[src/rtl/tuple_pack_stage.sv]
// Two-entry elastic stage that concatenates (x, y) pairs into one packed tuple.
// Optional STAGE_PACK_COUNT_EN adds a 16-bit output-transfer counter port.
module tuple_pack_stage #(
   parameter int WIDTH_X = 32,
   parameter int WIDTH_Y = 32
) (
   input  logic                       clk,
   input  logic                       rst,
   input  logic                       in_valid,
   output logic                       in_ready,
   input  logic [WIDTH_X-1:0]         in_x,
   input  logic [WIDTH_Y-1:0]         in_y,
   output logic                       out_valid,
   input  logic                       out_ready,
   output logic [WIDTH_X+WIDTH_Y-1:0] out_data
`ifdef STAGE_PACK_COUNT_EN
   ,
   output logic [15:0]                xfer_count
`endif
);

   localparam int WIDTH_T = WIDTH_X + WIDTH_Y;

   typedef enum logic [1:0] {
      ST_EMPTY = 2'd0,
      ST_ONE   = 2'd1,
      ST_TWO   = 2'd2
   } state_t;

   state_t               state_q, state_d;
   logic [WIDTH_T-1:0]   main_q, main_d;
   logic [WIDTH_T-1:0]   skid_q, skid_d;
   logic [WIDTH_T-1:0]   pair;
   logic                 in_fire;
   logic                 out_fire;

   // y occupies the upper field, x the lower; no arithmetic on either.
   assign pair      = {in_y, in_x};
   // Ready is a pure state decode, additionally held low while reset is asserted.
   assign in_ready  = ~rst & (state_q != ST_TWO);
   assign out_valid = (state_q != ST_EMPTY);
   assign out_data  = main_q;
   assign in_fire   = in_valid & in_ready;
   assign out_fire  = out_valid & out_ready;

   always_comb begin
      state_d = state_q;
      main_d  = main_q;
      skid_d  = skid_q;
      case (state_q)
         ST_EMPTY: begin
            if (in_fire) begin
               main_d  = pair;
               state_d = ST_ONE;
            end
         end
         ST_ONE: begin
            if (in_fire && out_fire) begin
               main_d = pair;
            end else if (in_fire) begin
               skid_d  = pair;
               state_d = ST_TWO;
            end else if (out_fire) begin
               state_d = ST_EMPTY;
            end
         end
         ST_TWO: begin
            if (out_fire) begin
               main_d  = skid_q;
               state_d = ST_ONE;
            end
         end
         default: state_d = ST_EMPTY;
      endcase
   end

   always_ff @(posedge clk or posedge rst) begin
      if (rst) begin
         state_q <= ST_EMPTY;
         main_q  <= '0;
         skid_q  <= '0;
      end else begin
         state_q <= state_d;
         main_q  <= main_d;
         skid_q  <= skid_d;
      end
   end

`ifdef STAGE_PACK_COUNT_EN
   logic [15:0] count_q, count_d;

   always_comb begin
      count_d = count_q;
      if (out_fire) count_d = count_q + 16'd1;
   end

   always_ff @(posedge clk or posedge rst) begin
      if (rst) count_q <= '0;
      else     count_q <= count_d;
   end

   assign xfer_count = count_q;
`else
   // Counter omitted: no extra state or port in this build.
`endif

endmodule

[config.mk]
export PLATFORM = sky130hd
export DESIGN_NAME = tuple_pack_stage
export DESIGN_NICKNAME = d
export VERILOG_FILES = /design/src/rtl/tuple_pack_stage.sv
export SDC_FILE = /design/constraint.sdc
export NUM_CORES = 1
export LEC_CHECK = 0
export CORE_MARGIN = 4
export CORE_UTILIZATION = 51
export DETAILED_ROUTE_END_ITERATION = 10
export GPL_TIMING_DRIVEN = 0
export PLACE_DENSITY = 0.78
export RECOVER_POWER = 100
export SLEW_MARGIN = 0
export SYNTH_ARGS = -nofsm -noshare
export SYNTH_HDL_FRONTEND = slang
export SYNTH_SLANG_ARGS = --single-unit
[constraint.sdc]
create_clock -name clk -period 4.9 [get_ports clk]
set_clock_uncertainty 0.15 [all_clocks]
set_input_delay 0.98 -clock clk [delete_from_list [all_inputs] [get_ports clk]]
set_output_delay 0.98 -clock clk [all_outputs]
set_load 0.05 [all_outputs]
==> results_dict.tcl <==
set metrics [dict create \
    vias 3455 \
    postCtsSetupBuffers 0 \
    grt-ovfl-total 0 \
    p_sw_mw 1.51 \
    drc 0 \
    firstDrtPassIters 4 \
    syn-num-nets 427 \
    ys_seq_area_share_pct 54.6 \
    hold_violations 0 \
    p_clk_share_pct 28.8 \
    layout_common_cells "dfrtp_1 (130), mux2_1 (116), mux2_2 (70), dlygate4sd3_1 (67), clkdlybuf4s50_1 (66)" \
    syn2layout_area_growth_pct 30.4 \
    post-place-cells 636 \
    grt_usage_pct 19.8 \
    tightest_slew_ps 2560 \
    synth_compound_area_share_pct 0.315 \
    ff2ff_path_depth 5 \
    post-route-min-period_ps 3750 \
    r2r-end "out_data[11]" \
    pwr-share-comb_pct 33.3 \
    grt_pass1_vias 4010 \
    synth.area.mux_share_pct 40.3 \
    switching_share_pct 34.9 \
    clock.fmax_mhz 267 \
    synth-xor-area-share_pct 0 \
    clk_pin_slew_worst_paths_ps 50 \
    wl_per_cell_um 18.6 \
    cp_slowest_cell "dlygate4sd3_1" \
    rows 39 \
    ant_nets 0 \
    nFillCells 878 \
    antenna_cells 0 \
    cts_tree "done" \
    die_h_um 116 \
    hold_slack_ps 328 \
    cts_buffers 17 \
    power_mw 4.32 \
    cts.path.max_buffers 2 \
    hpwl_mm 8.67 \
    async_flop_share_pct 100 \
    status "finished, violations left" \
    io_buffers 133 \
    synthFlopType "dfrtp_1" \
    routed_wirelength_mm 12.4 \
    synthSimpleGateAreaFrac_pct 1.20 \
    clock_latency_ps 410 \
    cts_resized 0 \
    drv_cap 1 \
    worst_ep_arrival_time_ps 2620 \
    synth-seq-cells 130 \
    start_util_pct 52.2 \
    place.gp.congestion 0.726 \
    crit_family "buffers and inverters" \
    p_seq_share_pct 38.0 \
    utilization_pct 68.0 \
    clkSinkCount 130 \
    netlist_area_mm2 0.00596 \
    viasPerCell 5.17 \
    synth.distinct_cells 21 \
    crit_buf_inv 2 \
    hold_path_depth 1 \
    endpoint_kind "output port" \
    clockRootBuffer "clkbuf_16" \
    drv_slew 55 \
    nets 580 \
    finalCritPeriodShare_pct 76.4 \
    synth_top_area_share_pct 54.6 \
    boundaryPins 134 \
    cts_hold_buf 0 \
    timing_worst_setup_path_type "primary input to output port" \
    synthAdderAreaFrac_pct 0 \
    worstHoldStart "out_data[55]" \
    power.leakage_nw 3.32 \
    synth-edff-count 0 \
    final_common_cell "dfrtp_1" \
    setup_viol_count_final 0 \
    post_layout_nonfiller_instances 668 \
    antenna_found_initial 0 \
    slowest_delay_ps 870 \
    start_kind "primary input" \
    synthTopCellsByArea "dfrtp_1 (55%), mux2_4 (15%), mux2_2 (13%), mux2_1 (12%), buf_12 (2.0%)" \
    hp-class "register to register" \
    timing.rr.start "state_q[1]" \
    r2r_slack_ps 2130 \
    drtIter0Drc 126 \
    crit_top_cell "dlygate4sd3_1" \
    rsz0062_at_grt "false" \
    layout-drive-gt1-share_pct 21.5 \
    avgSynthCellArea_um2 16.6 \
    ir_drop_mv 0.320 \
    synth_top_family_by_area "multiplexers" \
    grt_max_degree 77 \
    p_int_mw 2.81 \
    die_x_um 116 \
    grt_pass1_wl_mm 20.5 \
    yosysWarnings 0 \
    htree_levels 4 \
    yosys.area.top_type "dfrtp_1" \
    slew_headroom_pct -71.4 \
    cp.required_ps 3770 \
    power_density_mw_per_mm2 555 \
    cp_max_fo 5 \
    violations "max-capacitance violations, max-slew violations" \
    cp_cell_sequence "dlygate4sd3_1 -> nor2_1 -> dlygate4sd3_1" \
    holdPathEnd "out_data[55]" \
    netlist_instances 359 \
    dieArea_mm2 0.0135 \
    fp.coreArea_mm2 0.0114 \
]
## how the worst max path moves through the flow
stage	startpoint	end	slack (ps)	cells past startpoint
5_1_grt	rst	in_ready	1100	3
4_1_cts	rst	in_ready	1250	3
3_5_place_dp	rst	in_ready	1260	3
3_3_place_gp	rst	skid_q[39]	-1500	2
6_report	rst	in_ready	1150	3
2_1_floorplan	rst	out_data[0]	300	1
## logic make-up after synthesis
logic type / count (synthesis)
DFF: 130
buffers and inverters: 22
AOI/OAI and AO/OA: 3
muxes: 193
and+or+nand+nor: 11
## layer usage
layer	global-route usage (%)	up-vias	share of wire [%]
li1	-	1594	-
met2	31.3	100	47
met1	25.1	1744	44
met5	0	-	0
met3	6.84	17	7.5
met4	7.73	0	1.6
## sequential cells by signal, summed over array words and instances (netlist names)
name,flops
skid_q,64
state_q,2
out_data,64
## synth_stat cells, types with 2 or more instances
| cell | count |
|---|---|
| nor2_1 | 2 |
| nand2b_1 | 2 |
| mux2_4 | 60 |
| buf_6 | 3 |
| dfrtp_1 | 130 |
| buf_12 | 6 |
| o21ai_0 | 2 |
| clkbuf_1 | 2 |
| mux2_2 | 70 |
| mux2_1 | 62 |
| buf_2 | 10 |
## layout make-up
| class | instances | area (um^2) | share of cell area, % |
|---|---|---|---|
| well taps | 143 | 179 | 2.30 |
| inverters | 1 | 5.00 | 0.0644 |
| clock inverters | 3 | 40.0 | 0.515 |
| multi-input cells | 207 | 2280 | 29.4 |
| repair buffers | 134 | 1360 | 17.5 |
| clock buffers | 29 | 551 | 7.09 |
| flip-flops and latches | 130 | 3250 | 41.9 |
| plain buffers | 21 | 97.6 | 1.26 |
## power groups by stage
stage / clock network [mW] / logic, mW / registers (mW)
after floorplan: 0 / 0.566 / 2.21
after global placement: 0 / 1.63 / 1.64
after detailed placement: 0 / 1.66 / 1.67
after CTS: 1.26 / 1.67 / 1.66
after global routing: 1.32 / 1.52 / 1.69
final: 1.24 / 1.44 / 1.64
## metrics by stage
| stage | area (um^2) | setup TNS, ps | setup WS [ps] |
|---|---|---|---|
| 2_1_floorplan | 5960 | 0 | 301 |
| 3_3_place_gp | 7470 | -194390 | -1500 |
| 3_5_place_dp | 7500 | 0 | 1260 |
| 4_1_cts | 8090 | 0 | 1250 |
| 5_1_grt | 7770 | 0 | 1100 |
| 6_report | 7770 | 0 | 1150 |
Power figures use the tool's default switching activity.
